===== config.mk =====
export PLATFORM = sky130hd
export DESIGN_NAME = autoconfig_zii_chain_flat
export DESIGN_NICKNAME = d
export VERILOG_FILES = /design/src/rtl/autoconfig_zii_chain_if.sv /design/src/rtl/autoconfig_zii_chain.sv /design/src/flat_wrapper.sv
export SDC_FILE = /design/constraint.sdc
export NUM_CORES = 1
export LEC_CHECK = 0
export BUFFER_PORTS_ARGS = -buffer_cell sky130_fd_sc_hd__buf_2
export CELL_PAD_IN_SITES_DETAIL_PLACEMENT = 0
export CELL_PAD_IN_SITES_GLOBAL_PLACEMENT = 1
export CORE_MARGIN = 1
export CORE_UTILIZATION = 39
export DETAILED_ROUTE_END_ITERATION = 10
export GPL_TIMING_DRIVEN = 0
export HOLD_SLACK_MARGIN = 0.1
export MAX_ROUTING_LAYER = met4
export PLACE_DENSITY = 0.81
export SLEW_MARGIN = 10
export SYNTH_ARGS = -nofsm -noshare
export SYNTH_HDL_FRONTEND = slang
export SYNTH_SLANG_ARGS = --single-unit
export TNS_END_PERCENT = 10

===== constraint.sdc =====
create_clock -name C7M -period 2.1 [get_ports C7M]
set_input_delay 0.315 -clock C7M [delete_from_list [all_inputs] [get_ports C7M]]
set_output_delay 0.315 -clock C7M [all_outputs]
set_load 0.03 [all_outputs]

===== src/rtl/autoconfig_zii_chain_if.sv =====
// Zorro II CPU-side bus bundle seen by the AutoConfig responder.
//   AS_CPU_n, DS_n, RW_n : bus strobes and direction (asynchronous to C7M)
//   A_HIGH, A_LOW        : A[23:16] and A[6:1]
//   D_IN                 : D[15:12] driven by the bus
//   D_OUT, D_OE          : D[15:12] returned by the responder and its drive enable
// master = CPU/bus side, slave = responder.
interface autoconfig_zii_chain_if;
  logic       AS_CPU_n;
  logic       DS_n;
  logic       RW_n;
  logic [7:0] A_HIGH;
  logic [5:0] A_LOW;
  logic [3:0] D_IN;
  logic [3:0] D_OUT;
  logic       D_OE;

  modport master (
    output AS_CPU_n, DS_n, RW_n, A_HIGH, A_LOW, D_IN,
    input  D_OUT, D_OE
  );

  modport slave (
    input  AS_CPU_n, DS_n, RW_n, A_HIGH, A_LOW, D_IN,
    output D_OUT, D_OE
  );
endinterface


===== src/rtl/autoconfig_zii_chain.sv =====
// Zorro II AutoConfig responder presenting NUM_BOARDS logical boards, one at a
// time, behind a single CFGIN_n/CFGOUT_n slot pair.
//   C7M          : 7 MHz clock, rising edge
//   RESET_n      : synchronous active-low reset
//   CFGIN_n      : low when the previous slot has finished configuring
//   bus          : CPU strobes, address, data in/out and data drive enable
//   BASE_ADDR    : per-board A[23:16] base, board 0 in the LSBs
//   CONFIGURED_n : per-board, low once a base address has been committed
//   CFGOUT_n     : low once every board is configured or shut up
module autoconfig_zii_chain #(
  parameter int unsigned                  NUM_BOARDS = 2,
  parameter logic [15:0]                  MFG_ID     = 16'h082C,
  parameter logic [31:0]                  SERIAL     = 32'h0,
  parameter logic [4*NUM_BOARDS-1:0]      ER_TYPE    = {4'hD, 4'hE},
  parameter logic [4*NUM_BOARDS-1:0]      ER_SIZE    = {4'h1, 4'h0},
  parameter logic [8*NUM_BOARDS-1:0]      PROD_ID    = {8'd6, 8'd8},
  parameter logic [16*NUM_BOARDS-1:0]     ROM_VEC    = {16'h1, 16'h0}
) (
  input  logic                        C7M,
  input  logic                        RESET_n,
  input  logic                        CFGIN_n,
  autoconfig_zii_chain_if.slave       bus,
  output logic [8*NUM_BOARDS-1:0]     BASE_ADDR,
  output logic [NUM_BOARDS-1:0]       CONFIGURED_n,
  output logic                        CFGOUT_n
);

  localparam int unsigned IDX_W = (NUM_BOARDS > 1) ? $clog2(NUM_BOARDS) : 1;

  // Register indices are byte offsets / 2 (A[6:1]).
  localparam logic [5:0] REG_BASE_HI = 6'h24;  // $48
  localparam logic [5:0] REG_BASE_LO = 6'h25;  // $4A
  localparam logic [5:0] REG_SHUTUP  = 6'h26;  // $4C

  logic                    as_meta_q, as_meta_d, as_s_q, as_s_d;
  logic                    ds_meta_q, ds_meta_d, ds_s_q, ds_s_d;
  logic                    as_prev_q, as_prev_d, ds_prev_q, ds_prev_d;
  logic [IDX_W-1:0]        idx_q, idx_d;
  logic [8*NUM_BOARDS-1:0] base_q, base_d;
  logic [NUM_BOARDS-1:0]   configured_n_q, configured_n_d;
  logic [NUM_BOARDS-1:0]   shutup_q, shutup_d;
  logic                    cfgout_n_q, cfgout_n_d;
  logic [3:0]              dout_q, dout_d;

  logic       acc_c, read_en_c, wr_stb_c, as_rise_c, done_c;
  logic [3:0] er_type_c, er_size_c;
  logic [7:0] prod_id_c;
  logic [15:0] rom_vec_c;

  // Config ROM contents for one board; most registers are stored inverted.
  function automatic logic [3:0] rom_nibble(input logic [5:0]  r,
                                            input logic [3:0]  et,
                                            input logic [3:0]  es,
                                            input logic [7:0]  pid,
                                            input logic [15:0] rv);
    logic [15:0] mfg_sh;
    logic [31:0] ser_sh;
    logic [15:0] rv_sh;
    logic [2:0]  ser_off;
    logic [15:0] mfg_inv;
    logic [31:0] ser_inv;
    logic [15:0] rv_inv;
    mfg_inv = ~MFG_ID;
    ser_inv = ~SERIAL;
    rv_inv  = ~rv;
    ser_off = 3'(r - 6'd12);
    mfg_sh  = mfg_inv << {r[1:0], 2'b00};
    ser_sh  = ser_inv << {ser_off, 2'b00};
    rv_sh   = rv_inv << {r[1:0], 2'b00};
    if (r == 6'd0)                        return et;
    else if (r == 6'd1)                   return es;
    else if (r == 6'd2)                   return ~pid[7:4];
    else if (r == 6'd3)                   return ~pid[3:0];
    else if (r == 6'd4)                   return ~4'b1100;
    else if (r == 6'd5)                   return 4'hF;
    else if (r >= 6'd8 && r <= 6'd11)     return mfg_sh[15:12];
    else if (r >= 6'd12 && r <= 6'd19)    return ser_sh[31:28];
    else if (r >= 6'd20 && r <= 6'd23)    return et[0] ? rv_sh[15:12] : 4'hF;
    else if (r == 6'd32 || r == 6'd33)    return 4'h0;
    else                                  return 4'hF;
  endfunction

  // Parameters of the board currently presented on the bus.
  assign er_type_c = ER_TYPE[4*idx_q +: 4];
  assign er_size_c = ER_SIZE[4*idx_q +: 4];
  assign prod_id_c = PROD_ID[8*idx_q +: 8];
  assign rom_vec_c = ROM_VEC[16*idx_q +: 16];

  assign acc_c     = !CFGIN_n && cfgout_n_q && (bus.A_HIGH == 8'hE8) && !as_s_q;
  assign read_en_c = acc_c && bus.RW_n && !ds_s_q;
  assign wr_stb_c  = acc_c && !bus.RW_n && ds_prev_q && !ds_s_q;
  // Advance only counts AS rising while the chain is enabled and unfinished.
  assign as_rise_c = !CFGIN_n && cfgout_n_q && !as_prev_q && as_s_q;
  assign done_c    = !configured_n_q[idx_q] || shutup_q[idx_q];

  // Next-state: synchronisers, edge history, ROM read, config writes, advance.
  always_comb begin
    as_meta_d      = bus.AS_CPU_n;
    as_s_d         = as_meta_q;
    ds_meta_d      = bus.DS_n;
    ds_s_d         = ds_meta_q;
    as_prev_d      = as_prev_q;
    ds_prev_d      = ds_prev_q;
    idx_d          = idx_q;
    base_d         = base_q;
    configured_n_d = configured_n_q;
    shutup_d       = shutup_q;
    cfgout_n_d     = cfgout_n_q;
    dout_d         = 4'hF;

    // Edge history freezes while the slot is not enabled.
    if (!CFGIN_n) begin
      as_prev_d = as_s_q;
      ds_prev_d = ds_s_q;
    end

    if (read_en_c) begin
      dout_d = rom_nibble(bus.A_LOW, er_type_c, er_size_c, prod_id_c, rom_vec_c);
    end

    // A committed base address is frozen until reset.
    if (wr_stb_c) begin
      if (bus.A_LOW == REG_BASE_LO && configured_n_q[idx_q]) begin
        base_d[8*idx_q +: 4] = bus.D_IN;
      end else if (bus.A_LOW == REG_BASE_HI && configured_n_q[idx_q]) begin
        base_d[8*idx_q + 4 +: 4] = bus.D_IN;
        configured_n_d[idx_q]    = 1'b0;
      end else if (bus.A_LOW == REG_SHUTUP) begin
        shutup_d[idx_q] = 1'b1;
      end
    end

    if (as_rise_c && done_c) begin
      if (idx_q == IDX_W'(NUM_BOARDS - 1)) begin
        cfgout_n_d = 1'b0;
      end else begin
        idx_d = idx_q + IDX_W'(1);
      end
    end
  end

  // State register; strobes idle high so reset leaves no pending edge.
  always_ff @(posedge C7M) begin
    if (!RESET_n) begin
      as_meta_q      <= 1'b1;
      as_s_q         <= 1'b1;
      ds_meta_q      <= 1'b1;
      ds_s_q         <= 1'b1;
      as_prev_q      <= 1'b1;
      ds_prev_q      <= 1'b1;
      idx_q          <= '0;
      base_q         <= '0;
      configured_n_q <= '1;
      shutup_q       <= '0;
      cfgout_n_q     <= 1'b1;
      dout_q         <= 4'hF;
    end else begin
      as_meta_q      <= as_meta_d;
      as_s_q         <= as_s_d;
      ds_meta_q      <= ds_meta_d;
      ds_s_q         <= ds_s_d;
      as_prev_q      <= as_prev_d;
      ds_prev_q      <= ds_prev_d;
      idx_q          <= idx_d;
      base_q         <= base_d;
      configured_n_q <= configured_n_d;
      shutup_q       <= shutup_d;
      cfgout_n_q     <= cfgout_n_d;
      dout_q         <= dout_d;
    end
  end

  // Drive enable releases in the same clock the strobe or select goes away.
  assign bus.D_OUT    = dout_q;
  assign bus.D_OE     = read_en_c;
  assign BASE_ADDR    = base_q;
  assign CONFIGURED_n = configured_n_q;
  assign CFGOUT_n     = cfgout_n_q;

endmodule


===== src/flat_wrapper.sv =====
// flat-port wrapper written by rule: the top's interface ports become plain ports
module autoconfig_zii_chain_flat 
#(
  parameter int unsigned                  NUM_BOARDS = 2,
  parameter logic [15:0]                  MFG_ID     = 16'h082C,
  parameter logic [31:0]                  SERIAL     = 32'h0,
  parameter logic [4*NUM_BOARDS-1:0]      ER_TYPE    = {4'hD, 4'hE},
  parameter logic [4*NUM_BOARDS-1:0]      ER_SIZE    = {4'h1, 4'h0},
  parameter logic [8*NUM_BOARDS-1:0]      PROD_ID    = {8'd6, 8'd8},
  parameter logic [16*NUM_BOARDS-1:0]     ROM_VEC    = {16'h1, 16'h0}
)
  (C7M, RESET_n, CFGIN_n, BASE_ADDR, CONFIGURED_n, CFGOUT_n, bus_AS_CPU_n, bus_DS_n, bus_RW_n, bus_A_HIGH, bus_A_LOW, bus_D_IN, bus_D_OUT, bus_D_OE);
  autoconfig_zii_chain_if bus_i ();
  input  logic C7M;
  input  logic RESET_n;
  input  logic CFGIN_n;
  output logic [8*NUM_BOARDS-1:0] BASE_ADDR;
  output logic [NUM_BOARDS-1:0] CONFIGURED_n;
  output logic CFGOUT_n;
  input wire logic [$bits(bus_i.AS_CPU_n)-1:0] bus_AS_CPU_n;
  input wire logic [$bits(bus_i.DS_n)-1:0] bus_DS_n;
  input wire logic [$bits(bus_i.RW_n)-1:0] bus_RW_n;
  input wire logic [$bits(bus_i.A_HIGH)-1:0] bus_A_HIGH;
  input wire logic [$bits(bus_i.A_LOW)-1:0] bus_A_LOW;
  input wire logic [$bits(bus_i.D_IN)-1:0] bus_D_IN;
  output wire logic [$bits(bus_i.D_OUT)-1:0] bus_D_OUT;
  output wire logic [$bits(bus_i.D_OE)-1:0] bus_D_OE;
  assign bus_i.AS_CPU_n = bus_AS_CPU_n;
  assign bus_i.DS_n = bus_DS_n;
  assign bus_i.RW_n = bus_RW_n;
  assign bus_i.A_HIGH = bus_A_HIGH;
  assign bus_i.A_LOW = bus_A_LOW;
  assign bus_i.D_IN = bus_D_IN;
  assign bus_D_OUT = bus_i.D_OUT;
  assign bus_D_OE = bus_i.D_OE;
  autoconfig_zii_chain #(.NUM_BOARDS(NUM_BOARDS), .MFG_ID(MFG_ID), .SERIAL(SERIAL), .ER_TYPE(ER_TYPE), .ER_SIZE(ER_SIZE), .PROD_ID(PROD_ID), .ROM_VEC(ROM_VEC)) u_core (.C7M(C7M), .RESET_n(RESET_n), .CFGIN_n(CFGIN_n), .bus(bus_i), .BASE_ADDR(BASE_ADDR), .CONFIGURED_n(CONFIGURED_n), .CFGOUT_n(CFGOUT_n));
endmodule

==> Word-level counts from Yosys, hierarchy flattened <==
Index checks and enable logic that the tools add are counted.
{ "word_totals": {"elab_cells": 109, "inputBits": 24, "output_inout_bits": 24, "ff_bits": 32} }
{ "classes": {"shift": 11, "reduce_logical": 32, "order_cmp": 8, "eq_ne": 11, "addsub": 5, "bitwise_logic": 8, "n_mux": 22} }
{ "ops": {"columns": ["cell", "count"], "rows": [
  ["variable shift 4 x 34 -> 16 bit, first input constant", 2],
  ["indexed part select 4 x 34 -> 16 bit", 2],
  ["two-way mux 4 bit", 11],
  ["negator 32 -> 34 bit", 1],
  ["negator 4 -> 34 bit", 1],
  ["bitwise mux 16 bit", 2],
  ["two-way mux 16 bit", 2],
  ["indexed part select 32 x 6 -> 16 bit, first input constant", 1],
  ["left shift 32 x 5 -> 32 bit, first input constant", 1],
  ["equality test 6 bit, second input constant", 5],
  ["logical AND 1 bit", 17],
  ["NOT 16 bit", 1],
  ["indexed part select 16 x 5 -> 8 bit, first input constant", 1],
  ["indexed part select 8 x 4 -> 4 bit, first input constant", 2],
  ["left shift 16 x 4 -> 16 bit", 1],
  ["left shift 16 x 4 -> 16 bit, first input constant", 1],
  ["equality test 6 x 2 -> 1 bit, second input constant", 2],
  ["equality test 6 x 3 -> 1 bit, second input constant", 2],
  [">= comparator 6 x 4 -> 1 bit, second input constant", 2],
  ["<= comparator 6 x 5 -> 1 bit, second input constant", 2],
  ["equality test 8 bit, second input constant", 1],
  ["NOT 4 bit", 2],
  ["equality test 6 x 1 -> 1 bit, second input constant", 1],
  [">= comparator 6 x 5 -> 1 bit, second input constant", 1],
  ["19 further kinds", 33]
]} }

==> Longest topological paths before layout <==
Gate-level depths: netlist (run 1).
{ "logic_depth": {"ltp_word": 13, "depth_mapped": 6, "mapped_depth_nobuf": 4} }

==> Least setup slack after synthesis (run 1) <==
No wires, ideal clock.
{ "synth_path": {"kind": "register -> output", "from": "register u_core.cfgout_n_q (netlist: u_core.CFGOUT_n)", "to": "output bus_D_OE", "slack_ns": 0.204, "t_required_ns": 1.785, "stages_incl_launch_ff": 6, "arrival_time_ns": 1.581, "n_path_buf": 2, "cell_sequence": "dfxtp_1 nor4bb_2 and3_1 buf_6 buf_6 and2_1"} }
{ "synth_via": {"elab_chain_cells": 5} }
{ "synth_lines": {"columns": ["item", "line_no", "text"], "rows": [
  ["start: declaration", "autoconfig_zii_chain.sv:42", "logic cfgout_n_q, cfgout_n_d;"],
  ["start signal: assignment", "autoconfig_zii_chain.sv:168", "cfgout_n_q <= cfgout_n_d;"],
  ["logical AND 1 bit (3 in series)", "autoconfig_zii_chain.sv:89", "assign acc_c = !CFGIN_n && cfgout_n_q && (bus.A_HIGH == 8'hE8) && !as_s_q;"],
  ["logical AND 1 bit (2 in series)", "autoconfig_zii_chain.sv:90", "assign read_en_c = acc_c && bus.RW_n && !ds_s_q;"],
  ["end: declaration", "flat_wrapper.sv:27", "output wire logic [$bits(bus_i.D_OE)-1:0] bus_D_OE;"]
]} }
No other way between the ends.

==> Final worst setup path (run 1) <==
{ "layout_path": {"from": "register u_core.as_s_q", "to": "output bus_D_OE"} }
{ "layout_via": {"elab_chain_cells": 4} }
{ "layout_lines": {"columns": ["item", "line_no", "text"], "rows": [
  ["start: declaration", "autoconfig_zii_chain.sv:35", "logic as_meta_q, as_meta_d, as_s_q, as_s_d;"],
  ["start signal: assignment", "autoconfig_zii_chain.sv:159", "as_s_q <= as_s_d;"],
  ["zero test 1 bit", "autoconfig_zii_chain.sv:89", null],
  ["logical AND 1 bit", "autoconfig_zii_chain.sv:89", null],
  ["logical AND 1 bit (2 in series)", "autoconfig_zii_chain.sv:90", null]
]} }
No other way between the ends.

==> impl_metrics.yaml, run 1 <==
logic_synthesis:
  synth-main-ff-cell: "dfxtp_1"
  syn_inst: 181
  synth-edff-count: 0
  syn_avg_cell_area_um2: 8.60
  async_reset_ff_frac: 0
  syn_area_um2: 1560
  synthTopCellsByArea: "dfxtp_1 (41%), a21boi_1 (8.2%), o21ai_1 (6.4%)"
  synth_top_area_cell: "dfxtp_1"
  synth_cell_types: 36
  ys_warn_count: 0
  yosysSeqAreaShare: 0.412
  ys_seq_elements: 32
  synth_nets: 205
  synth_top_area_share: 0.412
final_layout:
  multi_input_area_um2: 813
  register_area_um2: 642
  area_delta_synth_final_pct: 24.2
  drive_above_1_share: 0.284
  finish.net_count: 256
  insertedDiodeCount: 0
  fill_cells: 393
clock_tree:
  clk_pin_slew_ns: 0.07
  cts_inserted_buffers: 5
  cts_sinks: 32
  cts_tree: "yes"
  clockBufferDepth: 2
  htree_levels: 2
  cts-root-buf: "clkbuf_8"
  clk-insertion-delay-late_ns: 0.28
  cts_hold_buf: 0
grt:
  grt_pass1_vias: 1410
  antenna_found_initial: 0
  grt.overflow.total: 0
  track_usage: 0.194
  grt_max_degree: 11
  grt_first_pass_wirelength_um: 6240
sta:
  hold_viol_final: 0
  fin_skew_ns: 0.00501
  period_needed_ns: 1.99
  max_slew_margin: 0.725
  finalSetupViolations: 0
  clock.fmax_ghz: 0.502
  worstMarginPinSlew_ns: 0.412
  drv_slew: 0
  holdWs_ns: 0.209
  finalSetupTns_ns: 0
  fin_crit_sh: 0.949
  rsz0062_at_grt: "no"
critical_path:
  crit_top_cell: "buf_6"
  worst_setup_path_end_kind: "output port"
  max_stage_delay_ns: 0.34
  r2r-start: "u_core.as_s_q"
  crit_fanout: 10
  startpoint: "u_core.as_s_q"
  crit_chain: "nor4bb_4 -> and3_1 -> buf_6 -> buf_6 -> and2_1 -> buf_4"
  required_ns: 1.78
  crit_family: "simple AND/OR/NAND/NOR gates"
  slowest_stage: "dfxtp_2"
  worst_setup_path_start_kind: "register"
  worst-path-buf-inv: 3
  cp.arrival_ns: 1.68
  crit_type: "reg -> out"
place:
  routabilityCongestion: 0.798
  port_buffers: 44
  dp_hpwl_um: 2660
die:
  die_w_um: 65.2
  ios: 48
  core_um2: 3740
  rows: 22
  start_util: 0.416
  die-height_um: 65.2
  die-area_um2: 4250
route:
  vias_per_cell: 5.27
  drtAntennaViolNets: 0
  routedWlPerCell_um: 12.6
  vias: 1476
  dr.pass1.iters: 4
  drt-initial-drc-count: 51
  wl_um: 3530
  drc: 0
run:
  cap_violations: 0
min_path:
  min_from: "bus_DS_n"
  hp-class: "in -> reg"
pwr:
  vdd_ir_drop_max_uv: 339
  power_density_nw_per_um2: 589
  p_leak_nw: 0.802
run_status:
  status: "complete, no violations"
-- layout by cell type, fill, tap and decap left out, types with 3 or more instances in the layout --
master     n
a21boi_1  17
a22oi_1    3
a31oi_1    4
and2_1     3
and4_1     4
buf_2     47
buf_4      4
buf_6      3
clkbuf_1   5
clkbuf_8   5
dfxtp_1   31
inv_1      7
nand2_1   11
nand2b_1   6
nand3_1   18
nand4_1    4
nor2_1     4
nor2b_1    5
o21ai_0    4
o21ai_1   20
-- registers in the layout, summed over array words and instances, names as in the netlist --
name / flops
u_core.ds_s_q: 1
u_core.BASE_ADDR: 16
u_core.bus.D_OUT: 4
u_core.as_prev_q: 1
u_core.CONFIGURED_n: 2
u_core.ds_meta_q: 1
u_core.ds_prev_q: 1
u_core.idx_q: 1
u_core.shutup_q: 2
u_core.CFGOUT_n: 1
u_core.as_meta_q: 1
u_core.as_s_q: 1
-- cells in the mapped netlist, types with 2 or more instances --
library cell	n
a21boi_1	17
a31oi_1	4
and3_1	2
buf_4	3
buf_6	3
nor2b_1	5
buf_2	4
o21ai_0	4
a21oi_1	2
dfxtp_1	32
nor3b_1	2
a22oi_1	3
and2_1	3
nand4_1	4
nor4_1	3
and4bb_2	2
o21a_1	2
nand3_1	18
and4_1	4
nor2_1	4
o21ai_1	20
nand2_1	11
inv_1	7
mux2i_1	2
clkbuf_1	4
nand2b_1	6
-- cell families (layout without fill, tap and decap cells) --
logic type / count (synthesis) / count (layout) / share of synthesized area
flops: 32 / 32 / 0.412
compound gates: 55 / 55 / 0.222
buf+inv: 21 / 72 / 0.0756
simple gates: 70 / 70 / 0.271
mux: 3 / 3 / 0.0201
-- layer usage --
metal	GRT usage	part of all wire	up-vias
met2	0.320	0.45	46
met5	-	0	-
met3	0.0417	0.050	4
met4	0.0652	0.011	0
li1	-	-	754
met1	0.236	0.49	672
-- final timing paths --
check,to,depth (start not counted),slack [ns]
hold reg to reg,u_core.ds_s_q,1,0.41
setup / recovery,bus_D_OE,6,0.11
hold / removal,u_core.ds_meta_q,2,0.21
setup reg to reg,u_core.bus.D_OUT[1],5,0.60
-- cell type report --
type | count | area share
timing repair buffer | 44 | 0.115
clock buffer | 6 | 0.0375
clock inverter | 1 | 0.00259
tap | 48 | 0.0311
inverter | 7 | 0.0136
buffer | 14 | 0.0472
sequential | 32 | 0.332
multi-input combinational | 128 | 0.421
-- what timing repair did --
| action | CTS | global route |
|---|---|---|
| gates cloned | 0 | 0 |
| setup endpoints to repair | 1 | 1 |
| setup buffers | 0 | 0 |
| endpoints found under the hold margin | 0 | 0 |
| gates resized for setup | 2 | 2 |
| pin swaps | 0 | 2 |
-- report_power, final --
part / switching [W] / internal, W / leakage (nW)
Sequential: 0.00000223 / 0.000612 / 0.259
Combinational: 0.0000495 / 0.0000428 / 0.502
Clock: 0.000209 / 0.000225 / 0.0410
-- metrics by stage --
step | worst slack (ns) | total power [W] | instances | utilization | area, um2
4_1_cts | 0.0163 | 0.00115 | 280 | 0.514 | 1930
3_3_place_gp | 0.169 | 0.000718 | 273 | 0.491 | 1840
6_report | 0.107 | 0.00114 | 280 | 0.516 | 1930
2_1_floorplan | 0.204 | 0.000680 | 181 | - | 1560
5_1_grt | 0.00290 | 0.00118 | 280 | 0.516 | 1930
3_5_place_dp | 0.172 | 0.000717 | 273 | 0.491 | 1840
Note: power is estimated with default switching activity, not from simulation.
==> run 2, diff against run 1 <==
--- a/config.mk
+++ b/config.mk
@@ -15,6 +15,7 @@
 export HOLD_SLACK_MARGIN = 0.1
 export MAX_ROUTING_LAYER = met4
 export PLACE_DENSITY = 0.81
+export REMOVE_ABC_BUFFERS = 1
 export SLEW_MARGIN = 10
 export SYNTH_ARGS = -nofsm -noshare
 export SYNTH_HDL_FRONTEND = slang
==> run 2 against run 1 <==
Effect of this change: hold slack got worse by 0.0074 ns; setup slack got worse by 0.080 ns; cell count decreased by 3.6%; utilization decreased by 1.2 points; die area unchanged; flip-flop and latch count unchanged; clock skew increased by 0.0041 ns; register-to-register slack got worse by 0.28 ns.
==> impl_metrics.yaml, run 2 (same netlist as run 1, synthesis figures left out) <==
final_layout:
  final_cell_mix: "buf_2 (47), dfxtp_1 (32), o21ai_1 (20)"
  fill_cells: 389
  final_common_cell: "buf_2"
  drive_above_1_share: 0.279
  multi_input_area_um2: 815
  largest_reg_flops: 16
  area_delta_synth_final_pct: 21.3
  register_area_um2: 641
  instances_no_fill: 270
  finish.net_count: 245
  insertedDiodeCount: 0
  finalInstanceArea_um2: 1890
route:
  vias: 1400
  drc: 0
  wl_um: 3350
  drt-initial-drc-count: 78
  drtAntennaViolNets: 0
  vias_per_cell: 5.19
  dr.pass1.iters: 4
  routedWlPerCell_um: 12.4
die:
  die_w_um: 65.2
  rows: 22
  ios: 48
  start_util: 0.416
  die-height_um: 65.2
  core_um2: 3740
  die-area_um2: 4250
sta:
  finalSetupViolations: 0
  rsz0062_at_grt: "yes"
  max_slew_margin: 0.642
  fin_crit_sh: 0.987
  clock.fmax_ghz: 0.483
  finalSetupTns_ns: 0
  period_needed_ns: 2.07
  drv_slew: 0
  fin_skew_ns: 0.00907
  hold_viol_final: 0
  worstMarginPinSlew_ns: 0.536
grt:
  track_usage: 0.187
  grt_first_pass_wirelength_um: 5920
  antenna_found_initial: 0
  grt_pass1_vias: 1337
  grt_max_degree: 30
  grt.overflow.total: 0
pwr:
  vdd_ir_drop_max_uv: 362
  power_density_nw_per_um2: 678
  p_leak_nw: 0.755
  p_total_w: 0.00128
clock_tree:
  cts_inserted_buffers: 5
  cts_tree: "yes"
  cts_sinks: 32
  clockBufferDepth: 2
  cts-root-buf: "clkbuf_8"
  htree_levels: 2
  post_cts_buffers: 0
  clk_pin_slew_ns: 0.07
  clk-insertion-delay-late_ns: 0.29
  cts_hold_buf: 0
critical_path:
  r2r-start: "u_core.CFGOUT_n"
  crit_fanout: 18
  worst_setup_path_start_kind: "register"
  required_ns: 1.78
  r2r_slack_ns: 0.32
  worstReg2RegEnd: "u_core.shutup_q[1]"
  crit_type: "reg -> out"
  reg2regPathDepth: 4
  worst_setup_path_end_kind: "output port"
  cp.arrival_ns: 1.76
min_path:
  whs_path_depth: 2
  min_from: "bus_DS_n"
  hp-class: "in -> reg"
  hold_path_end: "u_core.ds_meta_q"
place:
  routabilityCongestion: 0.811
  dp.cells: 262
  placed_area_um2: 1760
  dp_hpwl_um: 2430
  port_buffers: 47
run_status:
  status: "complete, no violations"
run:
  cap_violations: 0
run 2: layout make-up:
cell class                 instances  area share
multi-input combinational        128       0.431
sequential                        32       0.339
timing repair buffer              47       0.125
clock buffer                       5      0.0364
tap                               48      0.0318
clock inverter                     3      0.0225
inverter                           7      0.0139
run 2: worst max path at each step:
stage / startpoint / depth (start not counted) / slack, ns / endpoint
global placement: CFGIN_n / 5 / 0.006 / u_core.shutup_q[1]
floorplan: u_core.CFGOUT_n / 3 / 0.12 / bus_D_OE
finish: u_core.CFGOUT_n / 4 / 0.03 / bus_D_OE
global route: u_core.CFGOUT_n / 4 / -0.11 / bus_D_OE
CTS: u_core.CFGOUT_n / 4 / 0.03 / u_core.shutup_q[1]
detailed placement: CFGIN_n / 5 / -0.0004 / u_core.shutup_q[1]
run 2: where the power goes:
| part | internal, W | switching [W] |
|---|---|---|
| registers | 0.000611 | 0.00000184 |
| clock network | 0.000351 | 0.000230 |
| logic | 0.0000382 | 0.0000486 |
| total | 0.00100 | 0.000281 |
run 2: routing by layer:
layer	global-route usage	routed length, um	vias up
li1	-	-	736
met1	0.236	1680	629
met2	0.280	1470	28
met3	0.0486	141	7
met4	0.0842	60	0
met5	-	0	-
run 2: repair_timing:
item / 4_1_cts / 5_1_grt
endpoints found under the setup margin: 1 / 16
endpoints found under the hold margin: 0 / 0
gates resized for setup: 2 / 2
run 2: worst max-delay path, stage by stage, from the launching register on:
cell and delay [ns]:
dfxtp_1 0.36, nor4bb_2 0.40, and3_4 0.37, and2_1 0.15
buf_2 0.19
run 2: per-stage QoR:
step                utilization  setup slack [ns]  hold slack [ns]
floorplan                     -             0.121            0.377
global placement          0.470           0.00631            0.389
detailed placement        0.470         -0.000415            0.393
CTS                       0.501            0.0335            0.196
global route              0.504            -0.112            0.195
finish                    0.504            0.0275            0.202
==> run 3, diff against run 2 <==
--- a/config.mk
+++ b/config.mk
@@ -5,16 +5,18 @@
 export SDC_FILE = /design/constraint.sdc
 export NUM_CORES = 1
 export LEC_CHECK = 0
+export ABC_AREA = 1
 export BUFFER_PORTS_ARGS = -buffer_cell sky130_fd_sc_hd__buf_2
 export CELL_PAD_IN_SITES_DETAIL_PLACEMENT = 0
 export CELL_PAD_IN_SITES_GLOBAL_PLACEMENT = 1
 export CORE_MARGIN = 1
-export CORE_UTILIZATION = 39
+export CORE_UTILIZATION = 38
+export CTS_CLUSTER_SIZE = 8
 export DETAILED_ROUTE_END_ITERATION = 10
 export GPL_TIMING_DRIVEN = 0
 export HOLD_SLACK_MARGIN = 0.1
 export MAX_ROUTING_LAYER = met4
-export PLACE_DENSITY = 0.81
+export PLACE_DENSITY = 0.82
 export REMOVE_ABC_BUFFERS = 1
 export SLEW_MARGIN = 10
 export SYNTH_ARGS = -nofsm -noshare
==> constraint.sdc (replaced) <==
create_clock -name C7M -period 2.1 [get_ports C7M]
set_input_delay 0.315 -clock C7M [delete_from_list [all_inputs] [get_ports C7M]]
set_output_delay 0.315 -clock C7M [all_outputs]
set_load 0.1 [all_outputs]
==> run 3 against run 2 <==
Effect of this change: wire length is 4.4% higher; hold slack improved by 0.010 ns; cell count is 24% higher; non-clock buffer count unchanged; first-iteration DRC count is 24% lower; design area grew 5.8%; sequential share of layout area decreased by 1.8 points; area after synthesis grew 4.7%; critical path type unchanged; largest cell class unchanged.
==> impl_metrics.yaml, run 3 <==
logic_synthesis:
  ys_seq_elements: 32
  syn_inst: 235
  ys_warn_count: 0
  syn_avg_cell_area_um2: 6.93
  synth_top_area_share: 0.393
  synthTopCellsByArea: "dfxtp_1 (39%), nor2_1 (10%), nand2_1 (9.9%)"
  synth_top_area_cell: "dfxtp_1"
  synth_common_cells: "nor2_1 (45), nand2_1 (43), dfxtp_1 (32)"
  synth_adder_area_share: 0
  synth-xor-area-share: 0
  synth_top_family_by_area: "simple AND/OR/NAND/NOR gates"
  synth.area.mux_share: 0
  synth_compound_area_frac: 0.0776
  synth_cell_types: 28
  yosysSeqAreaShare: 0.393
  synthSimpleGateAreaFrac: 0.426
  synth_most_common_cell: "nor2_1"
  synth-main-ff-cell: "dfxtp_1"
  synth-edff-count: 0
  async_reset_ff_frac: 0
  syn_area_um2: 1630
grt:
  track_usage: 0.194
  grtUsageMet2: 0.329
  grt.overflow.total: 0
  grt.met3_usage: 0.0659
  antenna_found_initial: 0
  grt_first_pass_wirelength_um: 6290
  grt-busiest-layer: "met2"
  use_met1: 0.207
  grt_max_degree: 23
  grt_pass1_vias: 1518
clock_tree:
  clk_pin_slew_ns: 0.06
  clockBufferDepth: 2
  cts-root-buf: "clkbuf_8"
  cts_inserted_buffers: 5
  cts_sinks: 32
  cts_hold_buf: 0
  clk-insertion-delay-late_ns: 0.28
  htree_levels: 2
  cts_tree: "yes"
pwr:
  pwr-share-comb: 0.082
  power.internal_w: 0.000915
  switchingPower_w: 0.000290
  seqPwrFrac: 0.511
  p_leak_nw: 1.01
  power_density_nw_per_um2: 603
  vdd_ir_drop_max_uv: 332
  clockPowerShare: 0.407
  p_sw_frac: 0.240
final_layout:
  final_cell_mix: "buf_2 (46), nor2_1 (45), nand2_1 (43)"
  final_common_cell: "buf_2"
  finalInstanceArea_um2: 2000
  largest_reg_flops: 16
  finish.net_count: 309
  area_delta_synth_final_pct: 22.6
  drive_above_1_share: 0.304
  insertedDiodeCount: 0
  final_core_util: 0.492
route:
  vias: 1564
  dr.pass1.iters: 4
  wl_um: 3500
  routedWlPerCell_um: 10.4
  drtAntennaViolNets: 0
  drt-initial-drc-count: 59
  vias_per_cell: 4.65
  drc: 0
die:
  die_w_um: 67.5
  rows: 23
  die-height_um: 67.5
  ios: 48
  die-area_um2: 4550
  core_um2: 4060
  start_util: 0.401
critical_path:
  crit_family: "simple AND/OR/NAND/NOR gates"
  crit_fanout: 4
  r2r-start: "u_core.idx_q"
  r2r_slack_ns: 0.57
  slowest_stage: "dfxtp_1"
  worst-path-buf-inv: 1
  worst_setup_path_end_kind: "output port"
  crit_chain: "nand2_1 -> nor2_2 -> nand3_2 -> nor3_1 -> buf_4"
  crit_type: "reg -> out"
  max_stage_delay_ns: 0.37
  worstReg2RegEnd: "u_core.BASE_ADDR[0]"
  required_ns: 1.78
  reg2regPathDepth: 9
  cp.arrival_ns: 1.66
  worst_setup_path_start_kind: "register"
sta:
  drv_slew: 0
  max_slew_margin: 0.678
  hold_viol_final: 0
  clock.fmax_ghz: 0.507
  period_needed_ns: 1.97
  finalSetupViolations: 0
  timing.final.ws_setup_ns: 0.129
  rsz0062_at_grt: "no"
  worstMarginPinSlew_ns: 0.487
  fin_crit_sh: 0.938
  fin_skew_ns: 0.00345
  holdWs_ns: 0.212
place:
  placed_area_um2: 1900
  post-place-ws_ns: 0.149
  port_buffers: 47
  dp_hpwl_um: 2670
  routabilityCongestion: 0.868
min_path:
  hold_path_end: "u_core.as_meta_q"
  min_from: "bus_AS_CPU_n"
  hp-class: "in -> reg"
  whs_path_depth: 2
run_status:
  status: "complete, no violations"
run:
  cap_violations: 0
[run 3: cell count changes in the layout (fill, tap and decap cells not counted), sizes merged, moves of 5 or more]
cell	change
o21ai	-9
nand2	+39
inv	+30
nand2b	-6
a21boi	-17
nor2	+52
nand4	+6
a21oi	+5
nor2b	-5
[run 3: worst max-delay path by stage]
stage	startpoint	end	slack [ns]	cells after the start
6_report	u_core.CFGOUT_n	bus_D_OE	0.13	5
5_1_grt	u_core.CFGOUT_n	bus_D_OE	0.04	5
4_1_cts	u_core.CFGOUT_n	bus_D_OE	0.10	5
3_5_place_dp	bus_A_HIGH[0]	bus_D_OE	0.15	7
3_3_place_gp	bus_A_HIGH[0]	bus_D_OE	0.12	7
2_1_floorplan	u_core.CFGOUT_n	u_core.bus.D_OUT[0]	-1.81	5
[run 3: logic make-up after synthesis]
logic type,after synthesis
buf+inv,41
simple gates,138
flops,32
compound gates,24
[run 3: area by class of cell]
cell class / count / area, um2
tap: 50 / 62.6
clock inverter: 1 / 7.51
inverter: 37 / 141
sequential: 32 / 641
clock buffer: 7 / 86.3
fill: 437 / 2060
multi-input combinational: 162 / 821
timing repair buffer: 47 / 238
[run 3: metrics by stage]
| step | setup TNS [ns] | cells | power, W |
|---|---|---|---|
| 5_1_grt | 0 | 336 | 0.00126 |
| 3_5_place_dp | 0 | 328 | 0.000727 |
| 6_report | 0 | 336 | 0.00120 |
| 3_3_place_gp | 0 | 328 | 0.000726 |
| 2_1_floorplan | -3.54 | 231 | 0.000682 |
| 4_1_cts | 0 | 336 | 0.00122 |
[run 3: repair_timing]
action                                  CTS  global route
gates resized for setup                   1             0
endpoints found under the setup margin    1             0
setup buffers                             0             0
hold endpoints to repair                  0             0
[run 3: worst reg2reg max path, delay by kind of cell (launching register included)]
family / cells / cell delay, ns
AND/OR/NAND/NOR: 7 / 0.61
flip-flops: 1 / 0.60
buffers and inverters: 2 / 0.23
[run 3: layer usage]
layer  share of wire  vias to the layer above
met5               0                        -
met4           0.017                        0
met3           0.050                        5
met2            0.46                       35
met1            0.48                      682
li1                -                      842
[run 3: power by group through the flow]
stage | combinational [W] | clock [W] | sequential [W]
final | 0.0000986 | 0.000491 | 0.000615
after global routing | 0.000115 | 0.000535 | 0.000615
after global placement | 0.0000979 | 0 | 0.000628
after detailed placement | 0.0000985 | 0 | 0.000629
after floorplan | 0.0000535 | 0 | 0.000628
after CTS | 0.0000987 | 0.000507 | 0.000615
